### src/rtl/lab4_i2c_xbar_arb.sv
// Two-master / NUM_CTRL-slave WISHBONE crossbar for the LAB4 DAC I2C controllers.
// A master locks one controller for its whole cycle; ties are resolved round-robin per controller.
//
// state | meaning
// IDLE  | no request pending
// WAIT  | target captured, waiting for the controller lock
// OWN   | controller locked, accesses pass through
// ERR   | one-cycle err_o termination (illegal index or cross-target access)

module lab4_i2c_xbar_arb #(
  parameter int NUM_CTRL = 12,
  parameter int TIMEOUT  = 255
) (
  input  logic                  clk_i,
  input  logic                  rst_i,
  input  logic                  wb0_cyc_i,
  input  logic                  wb0_stb_i,
  input  logic                  wb0_we_i,
  input  logic [6:0]            wb0_adr_i,
  input  logic [7:0]            wb0_dat_i,
  output logic [7:0]            wb0_dat_o,
  output logic                  wb0_ack_o,
  output logic                  wb0_err_o,
  output logic                  wb0_rty_o,
  input  logic                  wb1_cyc_i,
  input  logic                  wb1_stb_i,
  input  logic                  wb1_we_i,
  input  logic [6:0]            wb1_adr_i,
  input  logic [7:0]            wb1_dat_i,
  output logic [7:0]            wb1_dat_o,
  output logic                  wb1_ack_o,
  output logic                  wb1_err_o,
  output logic                  wb1_rty_o,
  output logic [NUM_CTRL-1:0]   i2c_cyc_o,
  output logic [NUM_CTRL-1:0]   i2c_stb_o,
  output logic [NUM_CTRL-1:0]   i2c_we_o,
  output logic [3*NUM_CTRL-1:0] i2c_adr_o,
  output logic [8*NUM_CTRL-1:0] i2c_dat_o,
  input  logic [8*NUM_CTRL-1:0] i2c_dat_i,
  input  logic [NUM_CTRL-1:0]   i2c_ack_i,
  output logic [NUM_CTRL-1:0]   lock_o,
  output logic [NUM_CTRL-1:0]   owner_o
);

  typedef enum logic [1:0] {IDLE, WAIT, OWN, ERR} state_t;

  logic [1:0] cyc, stb, we;
  logic [3:0] idx  [2];
  logic [2:0] radr [2];
  logic [7:0] wdat [2];

  assign cyc     = {wb1_cyc_i, wb0_cyc_i};
  assign stb     = {wb1_stb_i, wb0_stb_i};
  assign we      = {wb1_we_i, wb0_we_i};
  assign idx[0]  = wb0_adr_i[6:3];
  assign idx[1]  = wb1_adr_i[6:3];
  assign radr[0] = wb0_adr_i[2:0];
  assign radr[1] = wb1_adr_i[2:0];
  assign wdat[0] = wb0_dat_i;
  assign wdat[1] = wb1_dat_i;

  state_t              state_q [2];
  state_t              state_d [2];
  logic [3:0]          tgt_q [2];
  logic [3:0]          tgt_d [2];
  logic [7:0]          cnt_q [2];
  logic [7:0]          cnt_d [2];
  logic [1:0]          from_own_q, from_own_d;
  logic [1:0]          hold_q, hold_d;
  logic [NUM_CTRL-1:0] last_q, last_d;
  logic [NUM_CTRL-1:0] lock;

  logic [1:0] holding, waiting, free, last_sel, ack_sel, grant;
  logic [1:0] req_match, mism, tmo, fwd_stb, ack, err;
  logic [7:0] rdat_sel [2];
  logic [7:0] rdat [2];
  logic       tie;

  // A master holds its controller in OWN and while an OWN mismatch error is being returned.
  always_comb begin
    holding = '0;
    waiting = '0;
    for (int m = 0; m < 2; m++) begin
      holding[m] = (state_q[m] == OWN) || ((state_q[m] == ERR) && from_own_q[m]);
      waiting[m] = (state_q[m] == WAIT) && cyc[m];
    end
  end

  always_comb begin
    lock = '0;
    for (int k = 0; k < NUM_CTRL; k++)
      for (int m = 0; m < 2; m++)
        if (holding[m] && (tgt_q[m] == 4'(k))) lock[k] = 1'b1;
  end

  always_comb begin
    free        = '0;
    last_sel    = '0;
    ack_sel     = '0;
    rdat_sel[0] = '0;
    rdat_sel[1] = '0;
    for (int k = 0; k < NUM_CTRL; k++)
      for (int m = 0; m < 2; m++)
        if (tgt_q[m] == 4'(k)) begin
          free[m]     = !lock[k];
          last_sel[m] = last_q[k];
          ack_sel[m]  = i2c_ack_i[k];
          rdat_sel[m] = i2c_dat_i[8*k +: 8];
        end
  end

  // last_q[k] = 1 means wb1 won controller k last time, so wb0 wins the next tie.
  always_comb begin
    grant    = '0;
    tie      = waiting[0] && waiting[1] && (tgt_q[0] == tgt_q[1]);
    grant[0] = waiting[0] && free[0] && (!tie || last_sel[0]);
    grant[1] = waiting[1] && free[1] && (!tie || !last_sel[1]);
  end

  always_comb begin
    req_match = '0;
    mism      = '0;
    tmo       = '0;
    fwd_stb   = '0;
    ack       = '0;
    err       = '0;
    rdat[0]   = '0;
    rdat[1]   = '0;
    for (int m = 0; m < 2; m++) begin
      req_match[m] = (state_q[m] == OWN) && cyc[m] && stb[m] && !hold_q[m] &&
                     (idx[m] == tgt_q[m]);
      mism[m]      = (state_q[m] == OWN) && cyc[m] && stb[m] && !hold_q[m] &&
                     (idx[m] != tgt_q[m]);
      tmo[m]       = req_match[m] && (cnt_q[m] == 8'(TIMEOUT));
      fwd_stb[m]   = req_match[m] && !tmo[m];
      ack[m]       = fwd_stb[m] && ack_sel[m];
      err[m]       = (state_q[m] == ERR) || tmo[m];
      rdat[m]      = (state_q[m] == OWN) ? rdat_sel[m] : 8'h00;
    end
  end

  always_comb begin
    last_d = last_q;
    for (int m = 0; m < 2; m++) begin
      state_d[m]    = state_q[m];
      tgt_d[m]      = tgt_q[m];
      from_own_d[m] = from_own_q[m];
      // Once an error has been returned, the same strobe must drop before it is looked at again.
      hold_d[m]     = (cyc[m] && stb[m]) ? (hold_q[m] || (state_q[m] == ERR)) : 1'b0;
      cnt_d[m]      = (fwd_stb[m] && !ack_sel[m]) ? cnt_q[m] + 8'd1 : 8'd0;
      case (state_q[m])
        IDLE: begin
          if (cyc[m] && stb[m] && !hold_q[m]) begin
            if ({1'b0, idx[m]} >= 5'(NUM_CTRL)) begin
              state_d[m]    = ERR;
              from_own_d[m] = 1'b0;
            end else begin
              tgt_d[m]   = idx[m];
              state_d[m] = WAIT;
            end
          end
        end
        WAIT: begin
          if (!cyc[m])        state_d[m] = IDLE;
          else if (grant[m])  state_d[m] = OWN;
        end
        OWN: begin
          if (!cyc[m]) begin
            state_d[m] = IDLE;
          end else if (mism[m]) begin
            state_d[m]    = ERR;
            from_own_d[m] = 1'b1;
          end
        end
        ERR: begin
          state_d[m] = (from_own_q[m] && cyc[m] && stb[m]) ? OWN : IDLE;
        end
        default: state_d[m] = IDLE;
      endcase
    end
    for (int k = 0; k < NUM_CTRL; k++)
      for (int m = 0; m < 2; m++)
        if (grant[m] && (tgt_q[m] == 4'(k))) last_d[k] = (m == 1);
  end

  always_comb begin
    i2c_cyc_o = '0;
    i2c_stb_o = '0;
    i2c_we_o  = '0;
    i2c_adr_o = '0;
    i2c_dat_o = '0;
    owner_o   = '0;
    for (int k = 0; k < NUM_CTRL; k++)
      for (int m = 0; m < 2; m++)
        if (holding[m] && (tgt_q[m] == 4'(k))) begin
          i2c_cyc_o[k] = cyc[m];
          i2c_stb_o[k] = fwd_stb[m];
          owner_o[k]   = (m == 1);
          if (idx[m] == tgt_q[m]) begin
            i2c_we_o[k]          = we[m];
            i2c_adr_o[3*k +: 3]  = radr[m];
            i2c_dat_o[8*k +: 8]  = wdat[m];
          end
        end
  end

  assign lock_o    = lock;
  assign wb0_ack_o = ack[0];
  assign wb0_err_o = err[0];
  assign wb0_dat_o = rdat[0];
  assign wb0_rty_o = 1'b0;
  assign wb1_ack_o = ack[1];
  assign wb1_err_o = err[1];
  assign wb1_dat_o = rdat[1];
  assign wb1_rty_o = 1'b0;

  always_ff @(posedge clk_i or negedge rst_i) begin
    if (!rst_i) begin
      for (int m = 0; m < 2; m++) begin
        state_q[m] <= IDLE;
        tgt_q[m]   <= '0;
        cnt_q[m]   <= '0;
      end
      from_own_q <= '0;
      hold_q     <= '0;
      last_q     <= '1;
    end else begin
      for (int m = 0; m < 2; m++) begin
        state_q[m] <= state_d[m];
        tgt_q[m]   <= tgt_d[m];
        cnt_q[m]   <= cnt_d[m];
      end
      from_own_q <= from_own_d;
      hold_q     <= hold_d;
      last_q     <= last_d;
    end
  end

endmodule

### config.mk
export PLATFORM = sky130hd
export DESIGN_NAME = lab4_i2c_xbar_arb
export DESIGN_NICKNAME = d
export VERILOG_FILES = /design/src/rtl/lab4_i2c_xbar_arb.sv
export SDC_FILE = /design/constraint.sdc
export NUM_CORES = 1
export LEC_CHECK = 0
export CAP_MARGIN = 25
export CELL_PAD_IN_SITES_DETAIL_PLACEMENT = 1
export CELL_PAD_IN_SITES_GLOBAL_PLACEMENT = 1
export CORE_UTILIZATION = 27
export DETAILED_ROUTE_END_ITERATION = 12
export GPL_TIMING_DRIVEN = 1
export HOLD_SLACK_MARGIN = 0.1
export PLACE_DENSITY = 0.93
export SKIP_CTS_REPAIR_TIMING = 1
export SYNTH_ARGS = -nofsm -noshare
export SYNTH_HDL_FRONTEND = slang
export SYNTH_SLANG_ARGS = --single-unit
### constraint.sdc
create_clock -name clk_i -period 2.77 [get_ports clk_i]
set_input_delay 0.4155 -clock clk_i [delete_from_list [all_inputs] [get_ports clk_i]]
set_output_delay 0.4155 -clock clk_i [all_outputs]
set_load 0.03 [all_outputs]
-- Word level (Yosys, flattened, before mapping)
Index checks and enable logic that the tools add are counted.
- bits in latches: 0
- memory bits (read-only): 0
- memory bits (writable): 0
- memories: 0
- input bits: 146
- flip-flop bits (word level): 44
- logic and storage cells: 557
- bitwise logic cells: 2
- $lt $le $gt $ge: 2
- div/mod/pow operators: 0
- reductions and logical operators: 136
- multiply operators: 0
- multiplexer cells: 347
- equal/unequal tests: 47
- shift-type cells: 0
- add/subtract/negate cells: 2
- operators by type and width (operator ; number):
    $mux W8 ; 65
    $mux W1 ; 227
    $mux W3 ; 37
    $logic_and A1 B1 Y1 ; 84
    $eq A4 B3 Y1 const B ; 8
    $eq A4 B4 Y1 const B ; 8
    $mux W2 ; 14
    $reduce_bool A2 Y1 ; 14
    $logic_not A1 Y1 ; 20
    $add A8 B1 Y8 const B ; 2
    $eq A4 B2 Y1 const B ; 4
    $eq A8 B8 Y1 const B ; 2
    $ne A2 B2 Y1 const B ; 8
    $pmux W2 S4 ; 2
    $eq A4 B4 Y1 ; 3
    $ne A3 B3 Y1 const B ; 4
    $reduce_and A3 Y1 ; 4
    $reduce_and A5 Y1 ; 2
    $eq A2 B2 Y1 const B ; 4
    $eq A4 B1 Y1 const B ; 2
    $ge A4 B4 Y1 const B ; 2
    $logic_not A4 Y1 ; 2
    $logic_or A1 B1 Y1 ; 8
    $ne A4 B4 Y1 ; 2
    other kinds (4) ; 8

-- Longest topological paths before layout
- depth in word-level cells: 24
- mapped depth: 11
- mapped depth without buffers: 7

-- Worst setup path before layout
No wires, ideal clock.
- path kind: flip-flop to output port
- start point: reg tgt_q[1] (netlist name)
- end point: out wb1_dat_o[0]
- stages on the path, launching flop included: 10
- setup slack: -718 ps
- data arrival time: 3072 ps
- data required time: 2355 ps
- buffers on the path: 6
- path through: dfrtp_1 buf_2 buf_6 buf_6 buf_2 buf_2 clkbuf_1 nand4b_1 o21ai_0 a2111oi_0
- word-level cells in the longest chain between the ends: 14
- elaborated cells between the ends (all ways): 25
- those cells by class: 11 x eq/ne; 13 x mux; 1 x reduce/logical
- RTL lines (element ; RTL line ; RTL):
    from (decl) ; 64 ; logic [3:0] tgt_q [2];
    from (signal, indexed assignment) ; 230 ; tgt_q[m] <= tgt_d[m];
    $logic_not A4 Y1 ; 104 ; if (tgt_q[m] == 4'(k)) begin
    $mux W8 (11 in a row) ; 104 ;
    $mux W8 (*) ; 104 ;
    $mux W8 (*) ; 138 ; rdat[m] = (state_q[m] == OWN) ? rdat_sel[m] : 8'h00;
    to (decl) ; 30 ; output logic [7:0] wb1_dat_o,
Mark *: on every way between the ends. The rest lies on a longest branch, timed or not.

-- Worst setup path in the final report
- start point: reg tgt_q[4] (netlist name)
- end point: reg last_q[3]
- word-level cells in the longest chain between the ends: 21
- elaborated cells between the ends (all ways): 109
- those cells by class: 12 x eq/ne; 61 x mux; 36 x reduce/logical
- RTL lines (element ; RTL line ; RTL):
    $logic_not A4 Y1 ; 93, 104 ;
    $logic_and A1 B1 Y1 ; 93 ; if (holding[m] && (tgt_q[m] == 4'(k))) lock[k] = 1'b1;
    $mux W1 (2 in a row) ; 93 ;
    $logic_not A1 Y1 ; 105 ; free[m] = !lock[k];
    $mux W1 (12 in a row) ; 104 ;
    $logic_and A1 B1 Y1 (on tied branches) (2 in a row) ; 117, 116 ;
    $logic_and A1 B1 Y1 ; 183 ; if (grant[m] && (tgt_q[m] == 4'(k))) last_d[k] = (m == 1);
    $mux W1 / $reduce_bool A2 Y1 (equally long branches) ; - ;
    to (signal assigned) ; 235 ; last_q <= last_d;
    to (decl) ; 70 ; logic [NUM_CTRL-1:0] last_q, last_d;
Several ways; a longest one is shown, not always the timed one.
A chain may end at the register's enable or synchronous reset.

==> run metrics <==
outcome=finished with violations; failing checks=negative setup slack; DRT iter0 DRCs=1905; crit path max fanout=24; Worst-path clk slew=0.08 ns; yosys synthesis warning count=0; Routed Antenna Nets=0; WL final=64980 um; R2R cell count=10; Port Buffers=357; initial antenna violation count=2; htree depth=2; CTS sink cnt=44; Post-Syn Area=0.006973 mm2; post-route minimum period=3.231 ns; die area=between 0.02 and 0.03 mm2; worst setup margin=-0.4605 ns; Synth top area share=13.19%; Crit Path Category=reg2reg; post-synthesis sequential area ratio=16.01%; Area contributors post-synth=nand2_1 13%, dfrtp_1 11%, o31ai_1 9.5%; Seq cells post-synth=44; effective utilization at floorplan=27.61%; Post-Synthesis Cells=1073; Slew headroom=44.19%; Die Span Y=162.7 um; peak supply drop=roughly 850 uV; worst reg2reg path startpoint=tgt_q[4]$_DFFE_PN0P_; Mean Syn Cell Area=between 6 and 7 um2; largest net degree at the start of global routing=37; Tot Pwr=11030 uW; prevailing post-synth register cell=dfrtp_1; Post-synth ARST share=between 90% and 100%; drt wl/cell=about 34 um; clk buf depth=2; fill count=2759; Final Slew Violations=0; CP arrival=3.45 ns; Worst R2R Setup Slack=-0.46 ns; worst slew pin tran=0.8372 ns; Worst EP required=between 2 and 3 ns; commonest cells after routing, fill and taps aside=257 x buf_4, 220 x nand2_1, 140 x clkdlybuf4s50_1, 127 x buf_6, 76 x buf_12; leading cell type in the layout, fill and taps excluded=buf_4; Reg-to-Reg End=last_q[3]$_DFFE_PN1P_; Synth area leader=nand2_1; Core Box Area=around 0.025 mm2; Area Overhead vs Synth=126.2%; Leak Pwr=~0.0063 uW; CTS buffer count=5; Final Cell Area=0.01578 mm2; IO Count=360; setup violators final=about 200; DRC viols=0; first-pass GRT wire length=69010 um; root buffer cell=clkbuf_16; number of synthesized flops with an enable pin=0; Detailed Routing Iterations Pass 1=11; clock latency on the worst-skew pair=0.32 ns; Congestion Overflow GR=0; power density cells=~700 mW/mm2; Post-DP Area=0.01228 mm2; RSZ-0062 raised after global routing=true; Clock Skew=0.01261 ns; Vias/cell=6.838; Final Hold Fails=0; crit path capture type=register; layout cell share with drive strength beyond 1=49.44%; Distinct cells, synth=slightly above 70; Final Wtd Congestion=1.049; # nets final=approximately 1.7k; Hold Crit Class=in2async; nature of the critical path startpoint=register; Via Count=13.19k; final cycle utilization of the critical path=116.6%; CTS tree=built; fmax=around 0.31 GHz; Total GRT Usage=33.97%; dpl ws=-0.4999 ns; die width=162.7 um; max cap viols=0; dpl hpwl=36240 um; row cnt=58; vias in the first global route=11.80k
Yosys cell counts, drive strengths merged (4+ instances only):
library cell    n
mux2           13
nor2b           9
buf            38
dfrtp          32
nor3           15
a21oi          40
xnor2          10
xor2           14
clkbuf         80
a22oi          20
mux4           11
nand4          19
and2            4
mux2i          23
and3           11
o31ai          91
or3             8
nand3          36
o21ai         130
nand2         245
a221o          10
o2111ai         5
a221oi          5
dfstp          12
nor2           83
o22ai          10
inv            22
nand2b          8
a222oi         11
a31oi           7
or2             6
nand4b          4
kinds of logic after synthesis:
group	after synthesis	synth area share, %
buffers and inverters	140	8.667
other	1	0.05378
and+or+nand+nor	466	30.24
xor gates and xnor gates	24	3.015
DFF	44	16.01
adders and majority gates	2	0.3588
AOI/OAI and AO/OA	349	32.71
muxes	47	8.954
metal layers:
layer  vias up  part of all wire (%)  track usage (%)
met5         -                 0.040                0
met4         4                    10            24.09
met3       595                    11            7.003
met2      1388                    45            58.20
met1      6212                    33            37.37
li1       4991                     -                -
worst max path at each step:
stage	start	endpoint	slack (ns)	cells after the start
after global placement	wb1_adr_i[5]	i2c_stb_o[0]	-0.32	8
after global routing	tgt_q[0]$_DFFE_PN0P_	last_q[10]$_DFFE_PN1P_	-0.36	8
final	tgt_q[4]$_DFFE_PN0P_	last_q[3]$_DFFE_PN1P_	-0.46	10
after detailed placement	wb1_adr_i[6]	i2c_stb_o[0]	-0.50	8
after CTS	tgt_q[4]$_DFFE_PN0P_	wb0_dat_o[5]	-0.55	9
after floorplan	tgt_q[4]$_DFFE_PN0P_	i2c_dat_o[10]	-0.23	8
flip-flops by register name, summed over array words and instances, names as in the netlist:
name / cells
last_q: 12
hold_q: 2
cnt_q: 16
tgt_q: 8
from_own_q: 2
state_q: 4
stage by stage:
| step | utilization, % | instances | setup TNS, ns | hold slack (ns) |
|---|---|---|---|---|
| after floorplan | - | 1074 | -14.97 | 0.1199 |
| final | 62.47 | 1929 | -27.76 | 0.1921 |
| after global routing | 62.46 | 1928 | -31.77 | 0.2426 |
| after global placement | 48.62 | 1827 | -6.620 | 0.4672 |
| after CTS | 49.29 | 1835 | -42.44 | 0.2218 |
| after detailed placement | 48.62 | 1827 | -16.80 | 0.4763 |
layout make-up:
| class | instances | area, um2 | share of cell area (%) |
|---|---|---|---|
| antenna | 1 | 2.502 | 0.01586 |
| clock buffer | 5 | 125.1 | 0.7931 |
| inverter | 22 | 82.58 | 0.5235 |
| multi-input combinational | 893 | 7171 | 45.46 |
| timing repair buffer | 631 | 6818 | 43.22 |
| tap | 330 | 412.9 | 2.617 |
| sequential | 44 | 1121 | 7.107 |
| clock inverter | 3 | 42.54 | 0.2697 |
power by group:
part	switching [uW]	total [uW]	internal, uW	leakage, uW
clock network	315	740	426	0.0000798
registers	277	1170	889	0.000549
logic	5420	9130	3710	0.00569
worst max-delay path, stage by stage (launching register included):
cell and delay (ns):
dfrtp_1 0.42, buf_6 0.14, buf_6 0.13, buf_12 0.22
xor2_2 0.38, nor2_1 0.16, a31oi_1 0.27, nor3_1 0.12
o41a_1 0.51, o21ai_0 0.64, o31ai_2 0.16
(Power assumes the default switching activity.)
